## src/rtl/fw_loader.sv

```systemverilog
// rtl/fw_loader.sv - byte-stream firmware loader driving the progmem write port
module fw_loader #(
  parameter int         MEM_WORDS   = 8192,
  parameter int         BASE_WORD   = 0,
  parameter int         TIMEOUT_CYC = 1000000,
  parameter logic [7:0] MAGIC       = 8'hA5
) (
  input  logic        clk,
  input  logic        rst,
  input  logic        rx_valid,
  input  logic [7:0]  rx_data,
  output logic        rx_ready,
  output logic        mem_wen,
  output logic [31:0] mem_waddr,
  output logic [31:0] mem_wdata,
  output logic        cpu_rst,
  output logic        busy,
  output logic        done,
  output logic [1:0]  err
);

  typedef enum logic [2:0] {
    S_IDLE, S_CNT_L, S_CNT_H, S_DATA, S_CSUM, S_DONE, S_ERROR
  } state_t;

  localparam int TW = $clog2(TIMEOUT_CYC + 1);
  localparam logic [TW-1:0] TMO_LAST = TW'(TIMEOUT_CYC - 1);

  localparam logic [1:0] ERR_NONE  = 2'd0;
  localparam logic [1:0] ERR_CSUM  = 2'd1;
  localparam logic [1:0] ERR_COUNT = 2'd2;
  localparam logic [1:0] ERR_TMO   = 2'd3;

  state_t        state_q, state_d;
  logic [15:0]   cnt_q, cnt_d;
  logic [15:0]   word_idx_q, word_idx_d;
  logic [1:0]    byte_idx_q, byte_idx_d;
  logic [23:0]   wbuf_q, wbuf_d;
  logic [7:0]    sum_q, sum_d;
  logic [TW-1:0] tmo_q, tmo_d;
  logic          wen_q, wen_d;
  logic [31:0]   waddr_q, waddr_d;
  logic [31:0]   wdata_q, wdata_d;
  logic          cpu_rst_q, cpu_rst_d;
  logic          busy_q, busy_d;
  logic          done_q, done_d;
  logic [1:0]    err_q, err_d;

  logic          in_frame;
  logic          tmo_expire;
  logic [15:0]   cnt_full;

  // The loader never back-pressures the byte source.
  assign rx_ready  = 1'b1;
  assign mem_wen   = wen_q;
  assign mem_waddr = waddr_q;
  assign mem_wdata = wdata_q;
  assign cpu_rst   = cpu_rst_q;
  assign busy      = busy_q;
  assign done      = done_q;
  assign err       = err_q;

  assign in_frame   = (state_q == S_CNT_L) || (state_q == S_CNT_H) ||
                      (state_q == S_DATA)  || (state_q == S_CSUM);
  assign tmo_expire = in_frame && (tmo_q == TMO_LAST);
  assign cnt_full   = {rx_data, cnt_q[7:0]};

  // Next-state, frame parsing, word assembly and output register updates.
  always_comb begin
    state_d    = state_q;
    cnt_d      = cnt_q;
    word_idx_d = word_idx_q;
    byte_idx_d = byte_idx_q;
    wbuf_d     = wbuf_q;
    sum_d      = sum_q;
    tmo_d      = '0;
    wen_d      = 1'b0;
    waddr_d    = waddr_q;
    wdata_d    = wdata_q;
    cpu_rst_d  = cpu_rst_q;
    busy_d     = busy_q;
    done_d     = done_q;
    err_d      = err_q;

    if (in_frame && !rx_valid) begin
      tmo_d = tmo_q + 1'b1;
    end

    if (tmo_expire) begin
      // An expiring timeout takes priority over a byte arriving the same cycle.
      state_d = S_ERROR;
      err_d   = ERR_TMO;
      busy_d  = 1'b0;
      tmo_d   = '0;
    end else if (rx_valid) begin
      case (state_q)
        S_IDLE, S_DONE, S_ERROR: begin
          if (rx_data == MAGIC) begin
            state_d   = S_CNT_L;
            busy_d    = 1'b1;
            cpu_rst_d = 1'b1;
            done_d    = 1'b0;
            err_d     = ERR_NONE;
            sum_d     = 8'd0;
          end
        end
        S_CNT_L: begin
          cnt_d[7:0] = rx_data;
          sum_d      = sum_q + rx_data;
          state_d    = S_CNT_H;
        end
        S_CNT_H: begin
          cnt_d = cnt_full;
          sum_d = sum_q + rx_data;
          if ({16'd0, cnt_full} > 32'(MEM_WORDS)) begin
            state_d = S_ERROR;
            err_d   = ERR_COUNT;
            busy_d  = 1'b0;
          end else if (cnt_full == 16'd0) begin
            state_d = S_CSUM;
          end else begin
            state_d    = S_DATA;
            byte_idx_d = 2'd0;
            word_idx_d = 16'd0;
          end
        end
        S_DATA: begin
          sum_d      = sum_q + rx_data;
          byte_idx_d = byte_idx_q + 2'd1;
          case (byte_idx_q)
            2'd0: wbuf_d[7:0]   = rx_data;
            2'd1: wbuf_d[15:8]  = rx_data;
            2'd2: wbuf_d[23:16] = rx_data;
            default: begin
              wen_d      = 1'b1;
              waddr_d    = 32'(BASE_WORD) + {16'd0, word_idx_q};
              wdata_d    = {rx_data, wbuf_q};
              word_idx_d = word_idx_q + 16'd1;
              if (word_idx_q == cnt_q - 16'd1) begin
                state_d = S_CSUM;
              end
            end
          endcase
        end
        S_CSUM: begin
          busy_d = 1'b0;
          if (rx_data == sum_q) begin
            state_d   = S_DONE;
            done_d    = 1'b1;
            cpu_rst_d = 1'b0;
          end else begin
            // cpu_rst stays high: a partially verified image must not run.
            state_d = S_ERROR;
            err_d   = ERR_CSUM;
          end
        end
        default: state_d = S_IDLE;
      endcase
    end
  end

  // State and output registers; reset returns to IDLE with the CPU running.
  always_ff @(posedge clk or posedge rst) begin
    if (rst) begin
      state_q    <= S_IDLE;
      cnt_q      <= '0;
      word_idx_q <= '0;
      byte_idx_q <= '0;
      wbuf_q     <= '0;
      sum_q      <= '0;
      tmo_q      <= '0;
      wen_q      <= 1'b0;
      waddr_q    <= '0;
      wdata_q    <= '0;
      cpu_rst_q  <= 1'b0;
      busy_q     <= 1'b0;
      done_q     <= 1'b0;
      err_q      <= ERR_NONE;
    end else begin
      state_q    <= state_d;
      cnt_q      <= cnt_d;
      word_idx_q <= word_idx_d;
      byte_idx_q <= byte_idx_d;
      wbuf_q     <= wbuf_d;
      sum_q      <= sum_d;
      tmo_q      <= tmo_d;
      wen_q      <= wen_d;
      waddr_q    <= waddr_d;
      wdata_q    <= wdata_d;
      cpu_rst_q  <= cpu_rst_d;
      busy_q     <= busy_d;
      done_q     <= done_d;
      err_q      <= err_d;
    end
  end

endmodule
```

## config.mk

```make
export PLATFORM = sky130hd
export DESIGN_NAME = fw_loader
export DESIGN_NICKNAME = d
export VERILOG_FILES = /design/src/rtl/fw_loader.sv
export SDC_FILE = /design/constraint.sdc
export NUM_CORES = 1
export LEC_CHECK = 0
export CAP_MARGIN = 20
export CORE_AREA = 2 2 84 167
export DETAILED_ROUTE_END_ITERATION = 12
export DIE_AREA = 0 0 86 169
export GPL_TIMING_DRIVEN = 0
export PLACE_DENSITY = 0.77
export RECOVER_POWER = 50
export SETUP_SLACK_MARGIN = 0.1
export SLEW_MARGIN = 10
export SYNTH_ARGS = -nofsm -noshare
export SYNTH_HDL_FRONTEND = slang
export SYNTH_SLANG_ARGS = --single-unit
```

## constraint.sdc

```tcl
create_clock -name clk -period 5.1 [get_ports clk]
set_input_delay 0.765 -clock clk [delete_from_list [all_inputs] [get_ports clk]]
set_output_delay 0.765 -clock clk [all_outputs]
set_load 0.01 [all_outputs]
```

# Yosys cells after proc, flatten, opt, wreduce, memory -nomap -nowiden
# Cells that the tools add are included.
[totals]
register_bits = 143
input_bits = 11
out_inout_bits = 71
elab_cells = 117
[op_classes]
addsub = 5
magnitude_cmp = 1
n_eq_ne = 22
muxes = 40
n_bitwise = 2
n_reduce_logical = 30
[ops]
columns = ["op", "n"]
rows = [
  ["$mux 16", 3],
  ["$mux 20", 2],
  ["$pmux 16 s2", 1],
  ["$reduce_and 4->1", 7],
  ["$mux 3", 7],
  ["$add 20x1->20 const B", 1],
  ["$eq 20x20->1 const B", 1],
  ["$add 16x1->16 const B", 1],
  ["$eq 16x16->1", 1],
  ["$gt 16x14->1 const B", 1],
  ["$logic_not 16->1", 1],
  ["$mux 2", 8],
  ["$pmux 8 s2", 1],
  ["$sub 16x1->16 const B", 1],
  ["$pmux 3 s5", 1],
  ["$reduce_and 5->1", 3],
  ["$mux 1", 11],
  ["$eq 3x3->1 const B", 3],
  ["$ne 3x3->1 const B", 3],
  ["$reduce_or 3->1", 3],
  ["$add 8x8->8", 1],
  ["$eq 8x8->1", 1],
  ["$eq 8x8->1 const B", 1],
  ["$mux 8", 1],
  ["22 further kinds", 36],
]

# Longest topological paths before layout
[depth]
ltp_word = 7
mapped_depth = 10
mapped_depth_nobuf = 10

# Worst setup path before layout
# OpenSTA, ideal clock, no wires.
[synth_path]
path_kind = "input-to-reg"
start = "in rx_data[1]"
end = "reg state_q[0]"
setup_ns = 0.135
arrival_ns = 2.976
required_ns = 4.965
path_slack_ns = 1.989
stages = 7
n_path_buf = 0
cell_sequence = "or3_1 -> nor4b_1 -> a31oi_1 -> a2111o_1 -> a2111o_1 -> a221oi_1 -> a211oi_2"
[synth_between]
elab_chain_cells = 6
word_cells_on_any_way = 12
cone_classes = "order compare: 1; eq/ne: 3; mux: 6; reduce/logical: 2"
[synth_lines]
columns = ["item", "line", "source"]
rows = [
  ["start, declared", "11", "input logic [7:0] rx_data,"],
  ["parallel branches: the longest is 6 deep, another holds $gt 16x14->1", "-", ""],
  ["end signal, assigned", "180", "state_q <= state_d;"],
  ["end, declared", "34", "state_t state_q, state_d;"],
]
# Parallel ways; which one is timed is not known. The select of a mux whose other input is x is not followed.
# A chain may end at the register's enable or synchronous reset.

# Worst setup path in the final report
[layout_path]
start = "in rx_data[3]"
end = "reg state_q[0]"
# The elaborated chain is that of the path after synthesis.

==> results.txt <==
# hold bufs at CTS - 0
clock sinks - 143
Netlist cell types - 61
Vias/cell - 5.611
total CTS buffers - 17
Syn Std Cell Area - 7196 sq um
placed cell count - 889
Clock Path Buffers - 2
Setup crit start kind - input port
GRT Total Usage - 0.2218
actual slew at the worst max-slew pin - 2489 ps
post-CTS resize count - 0
register area - 3578 sq um
Synth area leaders - dfrtp_1 (50%), mux2_2 (13%), xnor2_1 (3.9%)
PortBufs - 64
Synth Instances - 654
Skew-Pair Late Insertion Delay - 410 ps
critical-path maximum fanout - 8
I/O pin cnt - 82
Die W - 86 microns
Slew HR - -0.6684
outcome - finished with violations
vias in the first global route - 5,158
FP Rows - 60
Worst setup EP type - register
core box area - 13,290 sq um
skew final - 10.53 ps
period utilization - 0.7525
first-pass GRT wire length - 25.59 mm
number of synthesized flops with an enable pin - 0
placer's final routability congestion estimate - 0.8695
crit path kind - input port to register
CP required - 5390 ps
Post-route DRC - 0
Synth top area share - 0.4973
CTS root buf - clkbuf_16
Ys Warns - 0
grt total ovfl - 0
flops & latches, synth - 143
FILL cells - 1,036
Avg WL per Cell - 16.34 microns
Synth Area per Inst - 11.00 sq um
failing checks - capacitance limit, slew limit
P_leak - 3.993 nW
asr flop ratio synth - 1.000
HPWL after DPL - 10.61 mm
Slew Viols, Final - 56
Detail Route Antenna Nets - 0
Syn-to-layout area delta - 20.33%
Synth Flop Type - dfrtp_1
max frequency - 0.2606 GHz
layout cells sized above 1 - 0.2037
DIE AREA - 14,530 sq um
CTS tree - built
effective utilization at floorplan - 0.5415
H-tree Lvls - 4
Max Cap Violations - 1
routed via count - 5,168
area of the multi-input gates - 3339 sq um
power per cell area - 446.7 nW/um^2
Final Setup Violations - 0
Min Clock Period, post-route - 3838 ps
cell taking the most area after synthesis - dfrtp_1
Worst EP arrival - 4130 ps
sequential area share after synthesis - 0.4973
post-CTS setup buffer count - 0
antenna fix cells - 0
Iter 0 DRT Violations - 273
die height - 169 microns
largest net degree at the start of global routing - 89
maximum vdd drop - 0.3375 mV
clock slew at reported path FFs - 60 ps
final hold vios - 0
nets - 780
non-filler cells in the finished layout - 921
1st-pass router iterations - 4
hold crit path type - register to register
RSZ-0062 raised after global routing - false
antenna violations before repair - 0
final WL - 15.05 mm
Setup Total Neg Slack - 0 ps
final core occ - 0.6516
==> final timing paths <==
check                           slack, ps                   endpoint          startpoint  depth (start not counted)
min in group asynchronous            1500         tmo_q[3]$_DFF_PP0_                 rst                          2
worst max register to register       1910  mem_wdata[29]$_DFFE_PP0P_  tmo_q[0]$_DFF_PP0_                         10
worst min register to register        490         tmo_q[0]$_DFF_PP0_  tmo_q[0]$_DFF_PP0_                          1
worst max-delay path                 1260     state_q[0]$_DFFE_PP0P_          rx_data[3]                          8
worst min-delay path                  490         tmo_q[0]$_DFF_PP0_  tmo_q[0]$_DFF_PP0_                          1
max in group asynchronous            2390   mem_waddr[9]$_DFFE_PP0P_                 rst                          3
==> placed cells by master (no fill, tap or decap), types with 18 or more instances in the layout <==
cell type	Yosys	final
a21oi_1	22	22
clkdlybuf4s50_1	0	36
dfrtp_1	143	143
dlygate4sd3_1	0	28
inv_1	24	23
mux2_2	85	85
nand2_1	45	45
nor2_1	43	43
nor3_1	18	18
o21ai_0	30	30
xnor2_1	32	32
xor2_1	18	18
==> metrics by stage <==
stage | cell area [sq um] | setup slack (ps) | power, mW | hold slack [ps]
CTS | 8662 | 1254 | 3.900 | 489.4
finish | 8658 | 1262 | 3.868 | 486.3
detailed placement | 8119 | 826.0 | 2.758 | 482.6
global route | 8658 | 1079 | 4.121 | 511.6
global placement | 8087 | -1313 | 2.699 | 471.3
floorplan | 7252 | 497.1 | 2.414 | 453.8
==> per-layer routing <==
layer | share of wire | routed length, microns | GRT usage | up-vias
met5 | 0 | 0 | 0 | -
met4 | 0.017 | 263 | 0.07729 | 0
met3 | 0.034 | 517 | 0.03803 | 23
met2 | 0.51 | 7680 | 0.3724 | 112
met1 | 0.44 | 6587 | 0.2871 | 2552
li1 | - | - | - | 2481
==> worst max-delay path, stage by stage <==
cell and delay (ps):
clkdlybuf4s50_1 620, or3_1 510, nor4b_1 630, a31oi_1 240, a2111o_1 450, a2111o_1 470, a221oi_1 350, a211oi_2 80
==> registers in the layout (all words and copies together) (netlist names) <==
register	cells
word_idx_q	16
busy	1
sum_q	8
mem_wen	1
byte_idx_q	2
done	1
state_q	3
err	2
wbuf_q	24
tmo_q	20
mem_wdata	32
cpu_rst	1
cnt_q	16
mem_waddr	16
==> cell usage after synthesis (3+ instances only) <==
cell type	n
or3b_2	4
xnor2_1	32
or4_1	3
o21ai_0	30
and3_1	5
clkbuf_1	13
nor4_1	13
buf_6	3
ha_1	15
nand2b_1	11
nand2_1	45
buf_1	5
nor2_1	43
o21bai_1	3
dfrtp_1	143
mux2_2	85
xor2_1	18
nand3_1	17
inv_1	24
nand4_1	6
nor3_1	18
a31oi_1	4
a21oi_1	22
nor2b_1	5
buf_2	3
buf_4	17
or3_1	14
a211o_1	3
a21o_1	3
==> kinds of logic (layout without fill, tap and decap cells) <==
kind of cell	after synthesis	in the layout	synth area share
compound gates	92	92	0.08416
xor+xnor	50	50	0.06086
fa+ha+maj	16	16	0.02886
buf+inv	65	162	0.04643
flops	143	143	0.4973
mux	86	86	0.1362
other cells	2	17	0.001044
simple gates	200	200	0.1452
==> report_power, final <==
group / internal [mW] / total (mW) / switching, mW / leakage (nW)
logic: 0.558 / 1.18 / 0.626 / 1.83
registers: 1.36 / 1.56 / 0.199 / 1.91
clock network: 0.647 / 1.12 / 0.476 / 0.251
total: 2.57 / 3.87 / 1.30 / 3.99
==> final cells by class <==
| type | count | share of cell area |
|---|---|---|
| well taps | 155 | 0.02240 |
| plain buffers | 41 | 0.02818 |
| inverters | 24 | 0.01055 |
| clock buffers | 20 | 0.05275 |
| flip-flops and latches | 143 | 0.4133 |
| multi-input cells | 461 | 0.3857 |
| clock inverters | 12 | 0.009971 |
| repair buffers | 65 | 0.07717 |
(Power assumes the default switching activity.)
